### src/rtl/instr_fetch_unit_if.sv
// Purpose: bundles the fetch-unit ports: the control-unit handshake, the
//          instruction-memory request/ack channel and the PC/IR status outputs.
// Modports: master = fetch unit side (drives mem_req/mem_addr, pc, ir, status),
//           slave  = environment side (control unit + instruction memory).
interface instr_fetch_unit_if #(
  parameter int ADDR_W = 32,
  parameter int DATA_W = 32
);
  logic              fetch_start;
  logic              redirect_valid;
  logic [ADDR_W-1:0] redirect_pc;
  logic              mem_req;
  logic [ADDR_W-1:0] mem_addr;
  logic              mem_ack;
  logic [DATA_W-1:0] mem_rdata;
  logic [ADDR_W-1:0] pc;
  logic [ADDR_W-1:0] pc_plus1;
  logic [DATA_W-1:0] ir;
  logic              fetch_done;
  logic              busy;
  logic              addr_err;

  modport master (
    input  fetch_start, redirect_valid, redirect_pc, mem_ack, mem_rdata,
    output mem_req, mem_addr, pc, pc_plus1, ir, fetch_done, busy, addr_err
  );

  modport slave (
    output fetch_start, redirect_valid, redirect_pc, mem_ack, mem_rdata,
    input  mem_req, mem_addr, pc, pc_plus1, ir, fetch_done, busy, addr_err
  );
endinterface

### src/rtl/instr_fetch_unit.sv
// Purpose: owns the PC, issues one word read per fetch_start, latches the word into IR.
// Latency: fetch_start in cycle 0, zero-wait ack in cycle 2 -> fetch_done pulse in cycle 3.
// Backpressure: mem_req held until mem_ack; fetch_start ignored unless IDLE (no queuing).
// Ports: clk/reset (sync, active-high) plus bus (master modport): fetch_start,
//   redirect_valid/redirect_pc in; mem_req/mem_addr out, mem_ack/mem_rdata in;
//   pc, pc_plus1, ir, fetch_done, busy, addr_err out.
module instr_fetch_unit #(
  parameter int              ADDR_W    = 32,
  parameter int              DATA_W    = 32,
  parameter logic [ADDR_W-1:0] RESET_PC = '0,
  parameter int              MEM_DEPTH = 256
) (
  input  logic              clk,
  input  logic              reset,
  instr_fetch_unit_if.master bus
);

  typedef enum logic [1:0] {
    S_IDLE = 2'd0,
    S_REQ  = 2'd1,
    S_WAIT = 2'd2,
    S_DONE = 2'd3
  } state_t;

  localparam logic [ADDR_W-1:0] DEPTH_A = ADDR_W'(MEM_DEPTH);

  state_t            state_q, state_d;
  logic [ADDR_W-1:0] pc_q, pc_d;
  logic [DATA_W-1:0] ir_q, ir_d;
  logic              squash_q, squash_d;
  logic              err_q, err_d;
  logic              mem_req;
  logic              fetch_done;
  logic              pc_legal;

  assign pc_legal = (pc_q < DEPTH_A);

  always_ff @(posedge clk) begin
    if (reset) begin
      state_q  <= S_IDLE;
      pc_q     <= RESET_PC;
      ir_q     <= '0;
      squash_q <= 1'b0;
      err_q    <= 1'b0;
    end else begin
      state_q  <= state_d;
      pc_q     <= pc_d;
      ir_q     <= ir_d;
      squash_q <= squash_d;
      err_q    <= err_d;
    end
  end

  always_comb begin
    state_d    = state_q;
    pc_d       = pc_q;
    ir_d       = ir_q;
    squash_d   = squash_q;
    err_d      = err_q;
    mem_req    = 1'b0;
    fetch_done = 1'b0;

    case (state_q)
      S_IDLE: begin
        // A redirect landing with fetch_start still lets the fetch go ahead;
        // the request in REQ then uses the redirected pc.
        if (bus.redirect_valid) pc_d = bus.redirect_pc;
        if (bus.fetch_start)    state_d = S_REQ;
      end

      S_REQ: begin
        if (!pc_legal) begin
          err_d   = 1'b1;
          state_d = S_IDLE;
          if (bus.redirect_valid) pc_d = bus.redirect_pc;
        end else begin
          mem_req = 1'b1;
          state_d = S_WAIT;
          // The request for the old pc is already out; mark it stale.
          if (bus.redirect_valid) begin
            pc_d     = bus.redirect_pc;
            squash_d = 1'b1;
          end
        end
      end

      S_WAIT: begin
        mem_req = 1'b1;
        if (bus.redirect_valid) begin
          // Redirect wins over any data in flight, even a coincident ack.
          pc_d = bus.redirect_pc;
          if (bus.mem_ack) begin
            squash_d = 1'b0;
            state_d  = S_REQ;
          end else begin
            squash_d = 1'b1;
          end
        end else if (bus.mem_ack) begin
          if (squash_q) begin
            squash_d = 1'b0;
            state_d  = S_REQ;
          end else begin
            ir_d    = bus.mem_rdata;
            state_d = S_DONE;
          end
        end
      end

      S_DONE: begin
        // pc still names the word in ir during DONE; it advances on the way out.
        fetch_done = 1'b1;
        state_d    = S_IDLE;
        pc_d       = bus.redirect_valid ? bus.redirect_pc : pc_q + ADDR_W'(1);
      end

      default: state_d = S_IDLE;
    endcase
  end

  assign bus.mem_req    = mem_req;
  assign bus.mem_addr   = pc_q;
  assign bus.pc         = pc_q;
  assign bus.pc_plus1   = pc_q + ADDR_W'(1);
  assign bus.ir         = ir_q;
  assign bus.fetch_done = fetch_done;
  assign bus.busy       = (state_q == S_REQ) || (state_q == S_WAIT);
  assign bus.addr_err   = err_q;

endmodule

### src/flat_wrapper.sv
// flat-port wrapper written by rule: the top's interface ports become plain ports
module instr_fetch_unit_flat 
#(
  parameter int              ADDR_W    = 32,
  parameter int              DATA_W    = 32,
  parameter logic [ADDR_W-1:0] RESET_PC = '0,
  parameter int              MEM_DEPTH = 256
)
  (clk, reset, bus_fetch_start, bus_redirect_valid, bus_redirect_pc, bus_mem_ack, bus_mem_rdata, bus_mem_req, bus_mem_addr, bus_pc, bus_pc_plus1, bus_ir, bus_fetch_done, bus_busy, bus_addr_err);
  instr_fetch_unit_if #(.ADDR_W(ADDR_W), .DATA_W(DATA_W)) bus_i ();
  input  logic clk;
  input  logic reset;
  input wire logic [$bits(bus_i.fetch_start)-1:0] bus_fetch_start;
  input wire logic [$bits(bus_i.redirect_valid)-1:0] bus_redirect_valid;
  input wire logic [$bits(bus_i.redirect_pc)-1:0] bus_redirect_pc;
  input wire logic [$bits(bus_i.mem_ack)-1:0] bus_mem_ack;
  input wire logic [$bits(bus_i.mem_rdata)-1:0] bus_mem_rdata;
  output wire logic [$bits(bus_i.mem_req)-1:0] bus_mem_req;
  output wire logic [$bits(bus_i.mem_addr)-1:0] bus_mem_addr;
  output wire logic [$bits(bus_i.pc)-1:0] bus_pc;
  output wire logic [$bits(bus_i.pc_plus1)-1:0] bus_pc_plus1;
  output wire logic [$bits(bus_i.ir)-1:0] bus_ir;
  output wire logic [$bits(bus_i.fetch_done)-1:0] bus_fetch_done;
  output wire logic [$bits(bus_i.busy)-1:0] bus_busy;
  output wire logic [$bits(bus_i.addr_err)-1:0] bus_addr_err;
  assign bus_i.fetch_start = bus_fetch_start;
  assign bus_i.redirect_valid = bus_redirect_valid;
  assign bus_i.redirect_pc = bus_redirect_pc;
  assign bus_i.mem_ack = bus_mem_ack;
  assign bus_i.mem_rdata = bus_mem_rdata;
  assign bus_mem_req = bus_i.mem_req;
  assign bus_mem_addr = bus_i.mem_addr;
  assign bus_pc = bus_i.pc;
  assign bus_pc_plus1 = bus_i.pc_plus1;
  assign bus_ir = bus_i.ir;
  assign bus_fetch_done = bus_i.fetch_done;
  assign bus_busy = bus_i.busy;
  assign bus_addr_err = bus_i.addr_err;
  instr_fetch_unit #(.ADDR_W(ADDR_W), .DATA_W(DATA_W), .RESET_PC(RESET_PC), .MEM_DEPTH(MEM_DEPTH)) u_core (.clk(clk), .reset(reset), .bus(bus_i));
endmodule
### config.mk
export PLATFORM = sky130hd
export DESIGN_NAME = instr_fetch_unit_flat
export DESIGN_NICKNAME = d
export VERILOG_FILES = /design/src/rtl/instr_fetch_unit_if.sv /design/src/rtl/instr_fetch_unit.sv /design/src/flat_wrapper.sv
export SDC_FILE = /design/constraint.sdc
export NUM_CORES = 1
export LEC_CHECK = 0
export CAP_MARGIN = 5
export CORE_MARGIN = 3
export CORE_UTILIZATION = 38
export CTS_CLUSTER_DIAMETER = 30
export CTS_CLUSTER_SIZE = 14
export DETAILED_ROUTE_END_ITERATION = 6
export PLACE_DENSITY = 0.81
export SLEW_MARGIN = 20
export SYNTH_ARGS = -nofsm -noshare
export SYNTH_HDL_FRONTEND = slang
export SYNTH_SLANG_ARGS = --single-unit
### constraint.sdc
create_clock -name clk -period 2 [get_ports clk]
set_input_delay 0.2 -clock clk [delete_from_list [all_inputs] [get_ports clk]]
set_output_delay 0.2 -clock clk [all_outputs]
set_load 0.005 [all_outputs]
==> reports/qor.csv <==
stage;metric;value;unit
cells_and_area;FF+latch area;1420;um2
critical_path;Crit path largest cell delay;0.37;ns
power;Worst IR Drop VDD;0.336;mV
critical_path;CP Capture Point;bus_mem_req;
critical_path;Critical Path Start;u_core.bus.mem_addr[8]$_SDFFE_PP0P_;
critical_path;Worst R2R End;u_core.bus.mem_addr[25]$_SDFFE_PP0P_;
min_path;worst hold path type;input pin to register;
synthesis;top-count cell post-synth;nand2_1;
cells_and_area;diode count;0;
global_route;global route overflow;0;
synthesis;top cell type's share of synthesized area;0.322;
sta;Worst slew margin;0.611;
critical_path;Critical Path Sink Type;primary output;
sta;number of failing hold endpoints at the final stage;0;
cells_and_area;Post-layout nets;917;
critical_path;slowest cell on the critical path;dfxtp_4;
cells_and_area;area of the multi-input gates;2850;um2
sta;fin crit share;1.13;
sta;setup violators final;23;
synthesis;cell count after synthesis;552;
synthesis;Post-Syn Nets;627;
synthesis;most common library cells after synthesis;nand2_1, dfxtp_1, a21oi_1, buf_4, xnor2_1;
floorplanning;die area;12400;um2
global_route;pin count of the biggest net entering global routing;52;
critical_path;reg2reg start;u_core.bus.mem_addr[17]$_SDFFE_PP0P_;
synthesis;cell taking the most area after synthesis;dfxtp_1;
clocking;CTS buffer count;9;
cells_and_area;area grow syn2layout;87.5;%
route;Routed WL;21000;um
route;DRT Pass-1 Iters;7;
synthesis;XOR/XNOR Fraction of Synth Area;0.0869;
critical_path;CP Launch Type;register;
global_route;number of global-route vias before repair;5522;
synthesis;ys async rst share;0;
route;Initial DRC Count;659;
run_status;failing checks;design-rule violations, negative setup slack;
clocking;clk_lat worst skew;0.36;ns
power;Power Density;458;nW/um2
sta;RSZ-0062 raised after global routing;true;
synthesis;Post-synth EDFFs;0;
sta;Fmax;443;MHz
synthesis;Top FF cell, synth;dfxtp_1;
cells_and_area;Fillers;706;
global_route;initial antenna violation count;0;
route;residual DRC count;12;
synthesis;post-synthesis adder-cell area fraction;0.0177;
route;Final ANT Viol Nets;0;
synthesis;syn_area_per_cell;7.67;um2
job;Max-Cap Viols;0;
global_route;Tot GR Track Use;0.283;
critical_path;reg2reg setup slack;-0.13;ns
critical_path;critical path class;register to primary output;
synthesis;Synth Area in Compound Gates;0.154;
cells_and_area;share of cells above drive strength 1;0.357;
floorplanning;Initial Util;0.401;
synthesis;Yosys Warn Count;0;
placement;half-perimeter wire length after placement;12700;um
synthesis;Synth area leaders;dfxtp_1, nand2_1, xnor2_1;
critical_path;CP Max Fanout;5;
synthesis;largest family of logic cells by synthesized area;simple AND/OR/NAND/NOR gates;
clocking;Clock transition at path regs;0.10;ns
critical_path;Reg2Reg Depth;6;
sta;Slew Viols, Final;0;
clocking;CTS Buffer Depth;2;
cells_and_area;final cell utilization of the core;0.752;
clocking;CTS tree;built;
floorplanning;I/O pin count;201;
synthesis;post-synthesis mux area share;0.00739;
clocking;clock sinks;68;
sta;post-route worst setup slack;-0.260;ns
route;vias per std cell;5.90;
sta;Worst Skew;0.0167;ns
global_route;first-pass GRT wire length;28800;um
critical_path;ordered cell list for the critical path;buf_6, buf_4, nor4_4, and4_1, nand3_2, a21boi_1, buf_2;
floorplanning;overall die width;112;um
route;DR WL/cell;21.4;um
synthesis;sequential element share of the synthesized area;0.322;
clocking;Clock Tree Root;clkbuf_8;
sta;Final min period;2.26;ns
floorplanning;CORE AREA;10600;um2
floorplanning;Chip Height;112;um
clocking;hold_buf cts;0;
synthesis;Yosys cell types;52;
synthesis;cell area after synthesis;4230;um2
critical_path;Critical Path RT;1.80;ns
sta;Final TNS setup;-2.62;ns
synthesis;Synth Area in Simple Gates;0.297;
power;leakage power;3.31;nW
route;Via Count;5797;
floorplanning;# rows;37;
run_status;status;complete, but fails checks;
placement;IO Port Bufs;200;
synthesis;number of synthesized register bits;68;
sta;Slew @ Worst Pin;0.583;ns
placement;routability cong.;0.955;
critical_path;CP arrival;2.06;ns
clocking;H-tree depth;3;
[kinds of logic after synthesis]
group / Yosys count
compound gates: 96
xor+xnor: 42
fa+ha+maj: 6
buf+inv: 94
flops: 68
mux: 3
simple gates: 243
[per-stage QoR]
step	instance area (um2)	total power, mW	hold WS (ns)	std cells	setup slack, ns
finish	7940	3.64	0.249	983	-0.260
detailed placement	6750	2.30	0.440	912	-0.246
global placement	6750	2.28	0.440	912	-0.238
global route	7940	3.76	0.252	983	-0.395
CTS	7370	3.50	0.267	956	-0.169
floorplan	4230	1.80	0.336	552	0.0271
[worst max-delay path: cells and delay by family (launching register included)]
kind	cells	cell delay, ns
DFF	1	0.37
AOI/OAI and AO/OA	1	0.19
buffers and inverters	3	0.44
and+or+nand+nor	3	0.70
[routing by layer]
layer / global-route usage / wire (um) / up-vias
met5: 0 / 0 / -
met4: 0.124 / 1490 / 0
met3: 0.0799 / 2050 / 137
met2: 0.499 / 10400 / 441
met1: 0.317 / 7150 / 2706
li1: - / - / 2513
[cells in the final DEF, fill, tap and decap left out, types with 4 or more instances in the layout]
| cell type | count |
|---|---|
| o31ai_1 | 6 |
| nor2b_1 | 5 |
| nor3_1 | 9 |
| nor2_1 | 22 |
| a311oi_1 | 5 |
| buf_4 | 119 |
| dfxtp_4 | 11 |
| a31oi_1 | 5 |
| nor4_4 | 5 |
| nand2_4 | 7 |
| and4_4 | 4 |
| buf_6 | 33 |
| nand3_1 | 10 |
| nand4_1 | 23 |
| xor2_1 | 13 |
| a21oi_1 | 41 |
| nor2_4 | 4 |
| dfxtp_1 | 41 |
| nand3_4 | 4 |
| nor4_1 | 4 |
| clkdlybuf4s50_1 | 168 |
| or4_4 | 4 |
| a211oi_1 | 10 |
| dfxtp_2 | 16 |
| or4_1 | 5 |
| inv_1 | 14 |
| buf_2 | 25 |
| and2_1 | 5 |
| and4_1 | 6 |
| nand2_1 | 83 |
| clkbuf_8 | 9 |
| xnor2_2 | 12 |
| and3_1 | 10 |
| xnor2_1 | 16 |
| nand3_2 | 10 |
| ha_1 | 5 |
[cell type report]
type | count | share of cell area
Clock buffer | 9 | 0.0156
Tap cell | 136 | 0.0214
Multi-Input combinational cell | 390 | 0.359
Inverter | 15 | 0.00709
Clock inverter | 7 | 0.00961
Sequential cell | 68 | 0.179
Timing Repair Buffer | 358 | 0.408
[timing repair]
item | 4_1_cts | 5_1_grt
setup endpoints to repair | 32 | 35
resized for setup | 162 | 119
endpoints found under the hold margin | 0 | 0
buffers inserted | 30 | 30
pin swaps | 34 | 44
[report_power, final]
group	switching (mW)	leakage [nW]	internal, mW
Sequential	0.0597	0.567	1.40
Clock	0.615	0.0958	0.583
Combinational	0.411	2.64	0.567
Total	1.09	3.31	2.55
[flip-flops by register name, indices dropped and copies added (netlist names)]
name,cells
u_core.bus.ir,32
u_core.bus.mem_addr,32
u_core.bus.addr_err,1
u_core.squash_q,1
u_core.state_q,2
[worst min path at each step]
| stage | from | end | slack, ns | depth (start not counted) |
|---|---|---|---|---|
| 2_1_floorplan | bus_mem_rdata[0] | u_core.bus.ir[0]$_SDFFE_PP0P_ | 0.34 | 2 |
| 3_3_place_gp | u_core.bus.addr_err$_SDFFE_PP0P_ | u_core.bus.addr_err$_SDFFE_PP0P_ | 0.44 | 2 |
| 3_5_place_dp | u_core.bus.addr_err$_SDFFE_PP0P_ | u_core.bus.addr_err$_SDFFE_PP0P_ | 0.44 | 2 |
| 4_1_cts | reset | u_core.bus.mem_addr[14]$_SDFFE_PP0P_ | 0.27 | 3 |
| 5_1_grt | reset | u_core.bus.mem_addr[28]$_SDFFE_PP0P_ | 0.25 | 4 |
| 6_report | reset | u_core.bus.mem_addr[28]$_SDFFE_PP0P_ | 0.25 | 4 |
Note: power is estimated with default switching activity, not from simulation.
